<file path="config.mk">
export PLATFORM = sky130hd
export DESIGN_NAME = dm_sba_bus_master_flat
export DESIGN_NICKNAME = d
export VERILOG_FILES = /design/src/rtl/dm_sba_bus_master_pkg.sv /design/src/rtl/dm_sba_bus_master_if.sv /design/src/rtl/dm_sba_lane_align.sv /design/src/rtl/dm_sba_bus_master.sv /design/src/flat_wrapper.sv
export SDC_FILE = /design/constraint.sdc
export NUM_CORES = 1
export LEC_CHECK = 0
export CAP_MARGIN = 20
export CORE_MARGIN = 2
export CORE_UTILIZATION = 44
export CTS_BUF_LIST = sky130_fd_sc_hd__clkbuf_4
export DETAILED_ROUTE_END_ITERATION = 10
export PLACE_DENSITY = 0.81
export SLEW_MARGIN = 30
export SYNTH_ARGS = -nofsm -noshare
export SYNTH_HDL_FRONTEND = slang
export SYNTH_SLANG_ARGS = --single-unit
</file>
<file path="constraint.sdc">
create_clock -name clk_i -period 2.52 [get_ports clk_i]
set_clock_uncertainty 0.2 [all_clocks]
set_input_delay 0.504 -clock clk_i [delete_from_list [all_inputs] [get_ports clk_i]]
set_output_delay 0.504 -clock clk_i [all_outputs]
set_load 0.01 [all_outputs]
</file>
<file path="src/rtl/dm_sba_bus_master_pkg.sv">
// Shared types for the SBA bus master: FSM state, sberror codes, sbaccess size codes
// and the alignment helper used by the trigger checks.
package dm_sba_bus_master_pkg;

    typedef enum logic [1:0] {
        StIdle,
        StReq,
        StResp
    } sba_state_e;

    typedef enum logic [2:0] {
        SbErrNone    = 3'd0,
        SbErrTimeout = 3'd1,
        SbErrBadAddr = 3'd2,
        SbErrAlign   = 3'd3,
        SbErrSize    = 3'd4
    } sberror_e;

    typedef enum logic [2:0] {
        SbAccess8  = 3'd0,
        SbAccess16 = 3'd1,
        SbAccess32 = 3'd2
    } sbaccess_e;

    // Half accesses need addr[0]=0, word accesses need addr[1:0]=0.
    function automatic logic is_misaligned(logic [1:0] off, logic [2:0] size);
        return ((size == SbAccess16) && off[0]) || ((size == SbAccess32) && (off != 2'b00));
    endfunction

endpackage

</file>
<file path="src/rtl/dm_sba_bus_master_if.sv">
// Request/grant/rvalid system bus between the SBA master and the memory system.
//   req/we/addr/be/wdata : request side, driven by the master
//   gnt                  : request accepted
//   rvalid/rdata/err     : response; err is only meaningful with rvalid
interface dm_sba_bus_master_if;
    logic        req;
    logic        we;
    logic [31:0] addr;
    logic [3:0]  be;
    logic [31:0] wdata;
    logic        gnt;
    logic        rvalid;
    logic [31:0] rdata;
    logic        err;

    modport master (output req, we, addr, be, wdata, input gnt, rvalid, rdata, err);
    modport slave  (input req, we, addr, be, wdata, output gnt, rvalid, rdata, err);
endinterface

</file>
<file path="src/rtl/dm_sba_lane_align.sv">
// Combinational byte-lane steering for 8/16/32-bit accesses on a 32-bit bus.
//   offset, size   : byte offset within the word and sbaccess size code
//   wdata_in       : unaligned write data (sbdata0)
//   rdata_in       : raw bus read data
//   be, wdata      : byte enables and lane-replicated write data
//   rdata          : read data shifted down to bit 0 and zero-extended to the size
module dm_sba_lane_align
    import dm_sba_bus_master_pkg::*;
(
    input  logic [1:0]  offset,
    input  logic [2:0]  size,
    input  logic [31:0] wdata_in,
    input  logic [31:0] rdata_in,
    output logic [3:0]  be,
    output logic [31:0] wdata,
    output logic [31:0] rdata
);
    logic [31:0] shifted;

    always_comb begin
        shifted = rdata_in >> {offset, 3'b000};
        be      = 4'b1111;
        wdata   = wdata_in;
        rdata   = shifted;
        case (size)
            SbAccess8: begin
                be    = 4'b0001 << offset;
                wdata = {4{wdata_in[7:0]}};
                rdata = {24'h0, shifted[7:0]};
            end
            SbAccess16: begin
                be    = 4'b0011 << offset;
                wdata = {2{wdata_in[15:0]}};
                rdata = {16'h0, shifted[15:0]};
            end
            default: ;
        endcase
    end
endmodule

</file>
<file path="src/rtl/dm_sba_bus_master.sv">
// SBA bus master: turns sbcs/sbaddress/sbdata triggers from the register block into single
// 8/16/32-bit accesses on a req/gnt/rvalid bus and returns data, errors, busy and the
// auto-incremented address. All outputs are flops.
//   sb*_i / *_valid_i : register-block fields and trigger pulses
//   sb*_o / *_valid_o : results and one-cycle update strobes back to the register block
//   bus               : system bus master port
module dm_sba_bus_master
    import dm_sba_bus_master_pkg::*;
#(
    parameter int unsigned TimeoutCycles = 255
) (
    input  logic                       clk_i,
    input  logic                       rst_ni,
    input  logic [31:0]                sbaddress_i,
    input  logic [31:0]                sbdata_i,
    input  logic [2:0]                 sbaccess_i,
    input  logic                       sbautoincrement_i,
    input  logic                       sbreadonaddr_i,
    input  logic                       sbreadondata_i,
    input  logic                       sbaddress_write_valid_i,
    input  logic                       sbdata_read_valid_i,
    input  logic                       sbdata_write_valid_i,
    output logic [31:0]                sbaddress_o,
    output logic                       sbaddress_valid_o,
    output logic [31:0]                sbdata_o,
    output logic                       sbdata_valid_o,
    output logic [2:0]                 sberror_o,
    output logic                       sberror_valid_o,
    output logic                       sbbusy_o,
    dm_sba_bus_master_if.master        bus
);
    sba_state_e  state_q, state_d;
    logic [31:0] addr_q, sbaddress_q, sbaddress_d, sbdata_q, sbdata_d, wdata_q;
    logic [1:0]  size_q;
    logic [3:0]  be_q;
    logic [7:0]  cnt_q, cnt_d;
    logic [2:0]  sberror_q, sberror_d;
    logic        we_q, req_q, req_d, busy_q, latch;
    logic        sbaddress_valid_q, sbaddress_valid_d, sbdata_valid_q, sbdata_valid_d;
    logic        sberror_valid_q, sberror_valid_d;
    logic        trig_write, trig_read, timeout;
    logic [1:0]  align_off;
    logic [2:0]  align_size;
    logic [3:0]  align_be;
    logic [31:0] align_wdata, align_rdata;

    assign trig_write = sbdata_write_valid_i;
    assign trig_read  = (sbaddress_write_valid_i && sbreadonaddr_i) ||
                        (sbdata_read_valid_i && sbreadondata_i);
    assign timeout    = ({1'b0, cnt_q} + 9'd1) == 9'(TimeoutCycles);

    // In IDLE the aligner sees the trigger inputs (to register be/wdata for the request);
    // once busy it sees the latched access (to steer the read response).
    assign align_off  = (state_q == StIdle) ? sbaddress_i[1:0] : addr_q[1:0];
    assign align_size = (state_q == StIdle) ? sbaccess_i : {1'b0, size_q};

    dm_sba_lane_align u_lane_align (
        .offset   (align_off),
        .size     (align_size),
        .wdata_in (sbdata_i),
        .rdata_in (bus.rdata),
        .be       (align_be),
        .wdata    (align_wdata),
        .rdata    (align_rdata)
    );

    always_comb begin
        state_d           = state_q;
        cnt_d             = cnt_q;
        req_d             = req_q;
        latch             = 1'b0;
        sbaddress_d       = sbaddress_q;
        sbdata_d          = sbdata_q;
        sberror_d         = sberror_q;
        sbaddress_valid_d = 1'b0;
        sbdata_valid_d    = 1'b0;
        sberror_valid_d   = 1'b0;
        unique case (state_q)
            StIdle: begin
                // Stray rvalid here belongs to a timed-out access and is dropped.
                if (trig_write || trig_read) begin
                    if (sbaccess_i > SbAccess32) begin
                        sberror_valid_d = 1'b1;
                        sberror_d       = SbErrSize;
                    end else if (is_misaligned(sbaddress_i[1:0], sbaccess_i)) begin
                        sberror_valid_d = 1'b1;
                        sberror_d       = SbErrAlign;
                    end else begin
                        latch   = 1'b1;
                        state_d = StReq;
                        req_d   = 1'b1;
                        cnt_d   = 8'd0;
                    end
                end
            end
            StReq: begin
                if (bus.gnt) begin
                    state_d = StResp;
                    req_d   = 1'b0;
                    cnt_d   = 8'd0;
                end else if (timeout) begin
                    state_d         = StIdle;
                    req_d           = 1'b0;
                    sberror_valid_d = 1'b1;
                    sberror_d       = SbErrTimeout;
                end else begin
                    cnt_d = cnt_q + 8'd1;
                end
            end
            StResp: begin
                if (bus.rvalid) begin
                    state_d = StIdle;
                    if (bus.err) begin
                        sberror_valid_d = 1'b1;
                        sberror_d       = SbErrBadAddr;
                    end else begin
                        if (!we_q) begin
                            sbdata_valid_d = 1'b1;
                            sbdata_d       = align_rdata;
                        end
                        if (sbautoincrement_i) begin
                            sbaddress_valid_d = 1'b1;
                            sbaddress_d       = addr_q + (32'd1 << size_q);
                        end
                    end
                end else if (timeout) begin
                    state_d         = StIdle;
                    sberror_valid_d = 1'b1;
                    sberror_d       = SbErrTimeout;
                end else begin
                    cnt_d = cnt_q + 8'd1;
                end
            end
            default: state_d = StIdle;
        endcase
    end

    always_ff @(posedge clk_i or negedge rst_ni) begin
        if (!rst_ni) begin
            state_q           <= StIdle;
            addr_q            <= 32'h0;
            size_q            <= 2'd0;
            we_q              <= 1'b0;
            be_q              <= 4'h0;
            wdata_q           <= 32'h0;
            cnt_q             <= 8'd0;
            req_q             <= 1'b0;
            busy_q            <= 1'b0;
            sbaddress_q       <= 32'h0;
            sbdata_q          <= 32'h0;
            sberror_q         <= 3'd0;
            sbaddress_valid_q <= 1'b0;
            sbdata_valid_q    <= 1'b0;
            sberror_valid_q   <= 1'b0;
        end else begin
            state_q           <= state_d;
            cnt_q             <= cnt_d;
            req_q             <= req_d;
            busy_q            <= (state_d != StIdle);
            sbaddress_q       <= sbaddress_d;
            sbdata_q          <= sbdata_d;
            sberror_q         <= sberror_d;
            sbaddress_valid_q <= sbaddress_valid_d;
            sbdata_valid_q    <= sbdata_valid_d;
            sberror_valid_q   <= sberror_valid_d;
            if (latch) begin
                addr_q  <= sbaddress_i;
                size_q  <= sbaccess_i[1:0];
                we_q    <= trig_write;
                be_q    <= align_be;
                wdata_q <= align_wdata;
            end
        end
    end

    assign bus.req           = req_q;
    assign bus.we            = we_q;
    assign bus.addr          = {addr_q[31:2], 2'b00};
    assign bus.be            = be_q;
    assign bus.wdata         = wdata_q;
    assign sbaddress_o       = sbaddress_q;
    assign sbaddress_valid_o = sbaddress_valid_q;
    assign sbdata_o          = sbdata_q;
    assign sbdata_valid_o    = sbdata_valid_q;
    assign sberror_o         = sberror_q;
    assign sberror_valid_o   = sberror_valid_q;
    assign sbbusy_o          = busy_q;
endmodule
</file>
<file path="src/flat_wrapper.sv">
// flat-port wrapper written by rule: the top's interface ports become plain ports
module dm_sba_bus_master_flat import dm_sba_bus_master_pkg::*;
#(
    parameter int unsigned TimeoutCycles = 255
)
  (clk_i, rst_ni, sbaddress_i, sbdata_i, sbaccess_i, sbautoincrement_i, sbreadonaddr_i, sbreadondata_i, sbaddress_write_valid_i, sbdata_read_valid_i, sbdata_write_valid_i, sbaddress_o, sbaddress_valid_o, sbdata_o, sbdata_valid_o, sberror_o, sberror_valid_o, sbbusy_o, bus_req, bus_we, bus_addr, bus_be, bus_wdata, bus_gnt, bus_rvalid, bus_rdata, bus_err);
  dm_sba_bus_master_if bus_i ();
  input  logic clk_i;
  input  logic rst_ni;
  input  logic [31:0] sbaddress_i;
  input  logic [31:0] sbdata_i;
  input  logic [2:0] sbaccess_i;
  input  logic sbautoincrement_i;
  input  logic sbreadonaddr_i;
  input  logic sbreadondata_i;
  input  logic sbaddress_write_valid_i;
  input  logic sbdata_read_valid_i;
  input  logic sbdata_write_valid_i;
  output logic [31:0] sbaddress_o;
  output logic sbaddress_valid_o;
  output logic [31:0] sbdata_o;
  output logic sbdata_valid_o;
  output logic [2:0] sberror_o;
  output logic sberror_valid_o;
  output logic sbbusy_o;
  output wire logic [$bits(bus_i.req)-1:0] bus_req;
  output wire logic [$bits(bus_i.we)-1:0] bus_we;
  output wire logic [$bits(bus_i.addr)-1:0] bus_addr;
  output wire logic [$bits(bus_i.be)-1:0] bus_be;
  output wire logic [$bits(bus_i.wdata)-1:0] bus_wdata;
  input wire logic [$bits(bus_i.gnt)-1:0] bus_gnt;
  input wire logic [$bits(bus_i.rvalid)-1:0] bus_rvalid;
  input wire logic [$bits(bus_i.rdata)-1:0] bus_rdata;
  input wire logic [$bits(bus_i.err)-1:0] bus_err;
  assign bus_req = bus_i.req;
  assign bus_we = bus_i.we;
  assign bus_addr = bus_i.addr;
  assign bus_be = bus_i.be;
  assign bus_wdata = bus_i.wdata;
  assign bus_i.gnt = bus_gnt;
  assign bus_i.rvalid = bus_rvalid;
  assign bus_i.rdata = bus_rdata;
  assign bus_i.err = bus_err;
  dm_sba_bus_master #(.TimeoutCycles(TimeoutCycles)) u_core (.clk_i(clk_i), .rst_ni(rst_ni), .sbaddress_i(sbaddress_i), .sbdata_i(sbdata_i), .sbaccess_i(sbaccess_i), .sbautoincrement_i(sbautoincrement_i), .sbreadonaddr_i(sbreadonaddr_i), .sbreadondata_i(sbreadondata_i), .sbaddress_write_valid_i(sbaddress_write_valid_i), .sbdata_read_valid_i(sbdata_read_valid_i), .sbdata_write_valid_i(sbdata_write_valid_i), .sbaddress_o(sbaddress_o), .sbaddress_valid_o(sbaddress_valid_o), .sbdata_o(sbdata_o), .sbdata_valid_o(sbdata_valid_o), .sberror_o(sberror_o), .sberror_valid_o(sberror_valid_o), .sbbusy_o(sbbusy_o), .bus(bus_i));
endmodule
</file>
==> flow_summary.json, run 1 <==
{
  "ys_async_sr_fraction_pct": 100,
  "cp_slowest_cell": "dfrtp_1",
  "crit_fanout": 5,
  "initial_core_util_pct": 44.8,
  "rsz0062_at_grt": "yes",
  "cts_buffers": 17,
  "track_usage_pct": 22.9,
  "fin_nets": 1167,
  "crit_required_ns": 2.78,
  "fin_crit_sh_pct": 98.7,
  "fin_crit_ns": 2.49,
  "tns_ns": 0,
  "cts.clk_slew.worst_paths_ns": 0.13,
  "ys_warn_count": 0,
  "p_per_area_mw_per_mm2": 1110,
  "maxSlewHeadroom_pct": 54.4,
  "synthFlopType": "dfrtp_1",
  "final_util_pct": 64.2,
  "peakVddDrop_v": 0.000609,
  "syn_area_sq_mm": 0.00802,
  "grt-ovfl-total": 0,
  "row_count": 49,
  "clockBufferDepth": 2,
  "tritoncts": "done",
  "core_area_sq_mm": 0.0179,
  "grt_max_degree": 57,
  "cts_sinks": 153,
  "ys_types": 61,
  "final_cells": 1289,
  "ios": 251,
  "start_kind": "flip-flop",
  "maxCapViolations": 0,
  "leakage_nw": 4.86,
  "root_buffer": "clkbuf_4",
  "synth_cells": 788,
  "antenna_found_initial": 1,
  "drv_slew": 0,
  "ant_nets": 0,
  "worstPathCellList": "nor2_2 > ha_2 > inv_2 > fa_2 > nor2b_4 > o21ai_4 > buf_4 > a211oi_2 > xnor2_1 > o21ai_1",
  "crit_arrival_ns": 2.75,
  "tightest_slew_ns": 0.685,
  "port_buffers": 248,
  "clock_latency_ns": 0.56,
  "cp_num_buf_inv": 2,
  "vias_per_cell": 5.35,
  "hpwl_mm": 16.3,
  "area_growth_pct": 43.3,
  "cpLargestDelayFamily": "adder cells",
  "setup_viol": 0,
  "die_w_um": 139,
  "ys_ff_latch": 153,
  "drive_gt1_share_pct": 16.5,
  "max_stage_delay_ns": 0.45,
  "vias": 6896,
  "fmax_mhz": 402,
  "drt-wirelength-per-cell_um": 17.3,
  "grt_pass1_wl_mm": 35.7,
  "die-area_sq_mm": 0.0193,
  "gp_congestion": 0.891,
  "dp_cells": 1248,
  "status": "finished clean",
  "first_pass_iters": 5,
  "seq_area_frac_synth_pct": 47.8,
  "avgSynthCellArea_sq_um": 10.2,
  "die_h_um": 139,
  "critPathCaptureType": "flip-flop",
  "htreeDepth": 4,
  "path_class": "flip-flop to flip-flop",
  "drtIter0Drc": 345,
  "drt-total-wl_mm": 22.3,
  "drc_errors": 0,
  "synth_edf_count": 0,
  "hold_viol": 0,
  "min_path_type": "input pin to asynchronous set/reset pin",
  "grt_pass1_vias": 6833
}
[through the flow]
stage / power [mW] / instance area [sq um] / hold WS [ns] / worst slack (ns)
final: 12.8 / 11500 / 0.248 / 0.0337
after global routing: 13.7 / 11500 / 0.250 / -0.0547
after CTS: 12.6 / 11300 / 0.242 / 0.0128
after detailed placement: 10.8 / 10900 / 0.265 / -0.161
after global placement: 10.7 / 10900 / 0.259 / -0.101
after floorplan: 7.63 / 8030 / 0.00841 / 0.0386
[registers in the layout, summed over array words and instances (netlist names), 2 cells and up]
name / flops
u_core.sberror_o: 3
u_core.bus.be: 4
u_core.cnt_q: 8
u_core.addr_q: 32
u_core.sbdata_o: 32
u_core.bus.wdata: 32
u_core.size_q: 2
u_core.state_q: 2
u_core.sbaddress_o: 32
[logic make-up after synthesis]
logic type,Yosys count,synth area share (%)
AO/OA/AOI/OAI,200,15.8
buffers and inverters,95,6.26
XOR/XNOR,28,3.06
AND/OR/NAND/NOR,200,12.0
adder cells (fa/ha/maj),11,1.81
flip-flops,153,47.8
multiplexers,100,13.3
other,1,0.0468
[cells in the final DEF (no fill, tap or decap), drive strengths merged, types with 3 or more instances in the layout]
cell,instances
a21o,6
dfrtp,153
nand4,7
and4,5
and2,3
buf,64
nand3,17
o31ai,5
ha,10
clkbuf,21
a22o,16
nor2,21
nor4b,4
mux2,53
clkinv,5
and3,6
a211oi,11
nand2,115
nor4,3
bufinv,3
a31oi,4
nor3,4
clkdlybuf4s50,247
o211ai,4
a2111oi,7
nand2b,4
xnor2,27
nor2b,5
inv,20
o21ai,110
mux2i,47
clkinvlp,3
a21oi,25
[worst paths after layout]
path                       slack [ns]                      to  depth (start not counted)             startpoint
max                              0.03  u_core.sbaddress_o[14]                         10       u_core.size_q[1]
min                              0.25  u_core.sbaddress_o[15]                          2                 rst_ni
max reg2reg                      0.03  u_core.sbaddress_o[14]                         10       u_core.size_q[1]
min reg2reg                      0.29   u_core.sbaddress_o[0]                          2  u_core.sbaddress_o[0]
max in group asynchronous        1.18        u_core.size_q[0]                          3                 rst_ni
min in group clk_i               0.29   u_core.sbaddress_o[0]                          2  u_core.sbaddress_o[0]
[synthesized netlist by cell type (2+ instances only)]
library cell | instances | share of area (%)
a22o_1 | 16 | 1.7
nor4_2 | 3 | 0.47
a221oi_1 | 2 | 0.22
buf_4 | 32 | 3.0
clkbuf_1 | 26 | 1.2
buf_2 | 14 | 0.87
a2111oi_2 | 6 | 1.1
nor2_1 | 21 | 0.98
a211oi_2 | 2 | 0.31
o21a_1 | 2 | 0.19
a21o_1 | 6 | 0.56
and4_1 | 5 | 0.55
ha_1 | 10 | 1.6
a211oi_1 | 9 | 0.84
nand3_1 | 16 | 1.0
o21ai_1 | 23 | 1.4
nor4b_2 | 3 | 0.56
a31oi_1 | 4 | 0.31
nor2b_1 | 5 | 0.39
xnor2_1 | 27 | 2.9
o31ai_1 | 5 | 0.47
o21ai_0 | 86 | 5.4
inv_1 | 19 | 0.89
o211ai_1 | 3 | 0.28
mux2_2 | 35 | 4.9
and3_1 | 6 | 0.47
nor3_1 | 4 | 0.25
buf_1 | 2 | 0.094
and2_1 | 3 | 0.23
dfrtp_1 | 153 | 48
a21oi_1 | 24 | 1.5
nand2_1 | 115 | 5.4
mux2_1 | 18 | 2.5
nand2b_1 | 4 | 0.31
nand4_1 | 7 | 0.55
mux2i_1 | 47 | 5.9
[timing repair]
action                                  in CTS  in global routing
pin swaps                                    0                 25
gates cloned                                 0                  1
hold buffers                                 1                  0
gates resized for setup                      5                 28
endpoints found under the hold margin       54                  0
buffers inserted                             0                  6
endpoints found under the setup margin      11                 27
[power by group]
group	internal (mW)	leakage [nW]	total (mW)	switching [mW]
Sequential	3.48	1.93	4.33	0.851
Combinational	3.70	2.77	6.85	3.15
Clock	0.732	0.160	1.63	0.898
[layout make-up]
class	instances	area (sq um)
Antenna cell	1	2.50
Clock inverter	11	149
Sequential cell	153	3830
Fill cell	1421	6410
Clock buffer	21	158
Timing Repair Buffer	312	3070
Multi-Input combinational cell	542	3920
Tap cell	229	287
Inverter	20	75.1
[metal layers]
layer  track usage, %  vias to the layer above  part of all wire, %
met4             8.61                        0                  2.1
met3             6.08                       31                  6.6
met1             29.2                     3347                   42
li1                 -                     3276                    -
met5                0                        -                    0
met2             37.5                      242                   49
No activity file was read; power rests on OpenSTA's default activity.
==> run 2: changes to the inputs <==
HOLD_SLACK_MARGIN = 0.05   (was unset)
==> results of run 2 <==
Final layout, timing and power as in run 1 (identical DEF).
==> RTL edit, RTL diff (settings of run 1) <==
Make the reset (`rst_ni`) synchronous in one clocked block.
--- a/src/rtl/dm_sba_bus_master.sv
+++ b/src/rtl/dm_sba_bus_master.sv
@@ -136,5 +136,5 @@
     end
 
-    always_ff @(posedge clk_i or negedge rst_ni) begin
+    always_ff @(posedge clk_i) begin
         if (!rst_ni) begin
             state_q           <= StIdle;
Behaviour: differs if rst_ni is asserted again (counterexample within 4 cycles, from zero or initial values and one cycle with rst_ni low); with rst_ni held inactive, the same outputs for 4 cycles.
==> RTL edit against run 1 <==
  * Global-route usage increased by 2.3 points
  * Design area decreased by 4.3%
  * Core utilization fell by 0.40 points
  * Routed wire length increased by 6.5%
  * Sequential cell count did not move
  * Setup slack improved by 0.038 ns
  * Area after synthesis is 3.9% lower
  * Largest cell class unchanged
Power is not compared: it rests on default switching activity, and its combinational part moved more than twofold at a synthesized area within 25%.
==> RTL edit: results (changes against run 1) <==
Synth area leaders - dfxtp_1 (40%), nand2_1 (9.3%), a21oi_1 (5.6%), mux2i_1 (5.1%), buf_4 (4.0%)
Hold Path Class - input port to register
nets - 1312 (+12%)
met3 GRT Util - 5.59% (-0.48 points)
register-to-register setup slack - 0.07 ns (+0.04 ns)
status - finished, final reports clean
detailed router's first-iteration violation count - 533 (+54%)
vias in the first global route - 7312 (+7.0%)
CP max stage delay - 0.38 ns (-0.07 ns)
first-pass GRT wire length - 37300 µm (+4.4%)
clk slew on worst S/H paths - 0.15 ns (+0.02 ns)
share of the clock period used by the worst path - 97.2% (-1.5 points)
CP top delay family - simple AND/OR/NAND/NOR gates
CTS-repair resized insts - 2 (-3)
met2 WL post-DR - 11400 µm (+4.0%)
final HPWL from detailed placement - 17300 µm (+5.7%)
worst skew pair latency - 0.58 ns (+0.02 ns)
M1 GR Usage - 32.4% (+3.1 points)
largest net degree at the start of global routing - 51 (-11%)
filler cell count - 1434 (+0.91%)
first drt pass iteration count - 5 (unchanged)
Global Route Usage Sum - 25.2% (+2.3 points)
DR vias - 7765 (+13%)
share of cells above drive strength 1 - 13.0% (-3.6 points)
GRT met2 Usage - 41.5% (+4.0 points)
most instantiated cells after synthesis - nand2_1 (191), dfxtp_1 (153), a21oi_1 (86)
ys async rst share - 0% (-100 points)
Met1 Wirelength - 10300 µm (+9.5%)
Yosys cell types - 72 (+18%)
met3 routed WL - 1600 µm (+8.4%)
post-synthesis sequential area ratio - 39.7% (-8.0 points)
slowest CP cell - dfxtp_4
worst r2r src - u_core.size_q[0]
RTL edit: cell types whose count changed in the layout (fill, tap and decap cells not counted), sizes merged, moves of 42 or more:
cell,change
a21oi,+61
dfrtp,-153
o21ai,-73
nor2,+42
dfxtp,+153
nand2,+77
mux2,-51
RTL edit: power by group:
part	switching [mW]	total, mW	internal (mW)
sequential	0.0728	2.58	2.51
clock	0.972	1.38	0.407
combinational	0.598	1.22	0.625
total	1.64	5.19	3.54
RTL edit: how the worst max path moves through the flow:
| stage | endpoint | startpoint | depth (start not counted) |
|---|---|---|---|
| after floorplan | u_core.sbaddress_o[16] | u_core.size_q[0] | 10 |
| after global placement | u_core.bus.wdata[9] | sbaccess_i[0] | 7 |
| after detailed placement | u_core.bus.wdata[10] | sbaccess_i[0] | 7 |
| after CTS | u_core.bus.wdata[10] | u_core.state_q[0] | 9 |
| after global routing | u_core.sbaddress_o[28] | u_core.size_q[0] | 10 |
| final | u_core.sbaddress_o[28] | u_core.size_q[0] | 10 |
RTL edit: kinds of logic after synthesis:
logic type | share of synthesized area (%)
buf+inv | 7.65
xor+xnor | 2.84
simple gates | 20.6
mux | 5.36
flops | 39.7
other cells | 0.0487
compound gates | 21.9
fa+ha+maj | 1.88
RTL edit: layout make-up:
type	instances	share of cell area [%]
clock buffers	17	1.16
flip-flops and latches	153	27.9
well taps	225	2.56
inverters	13	0.501
diodes	1	0.0228
repair buffers	328	29.3
multi-input cells	678	37.4
clock inverters	15	1.08
RTL edit: stage by stage:
stage,instance area (µm²),hold slack (ns),instances
finish,11000,0.244,1430
global route,11000,0.237,1430
CTS,10900,0.216,1423
detailed placement,10600,0.246,1391
global placement,10600,0.241,1391
floorplan,7710,0.254,938
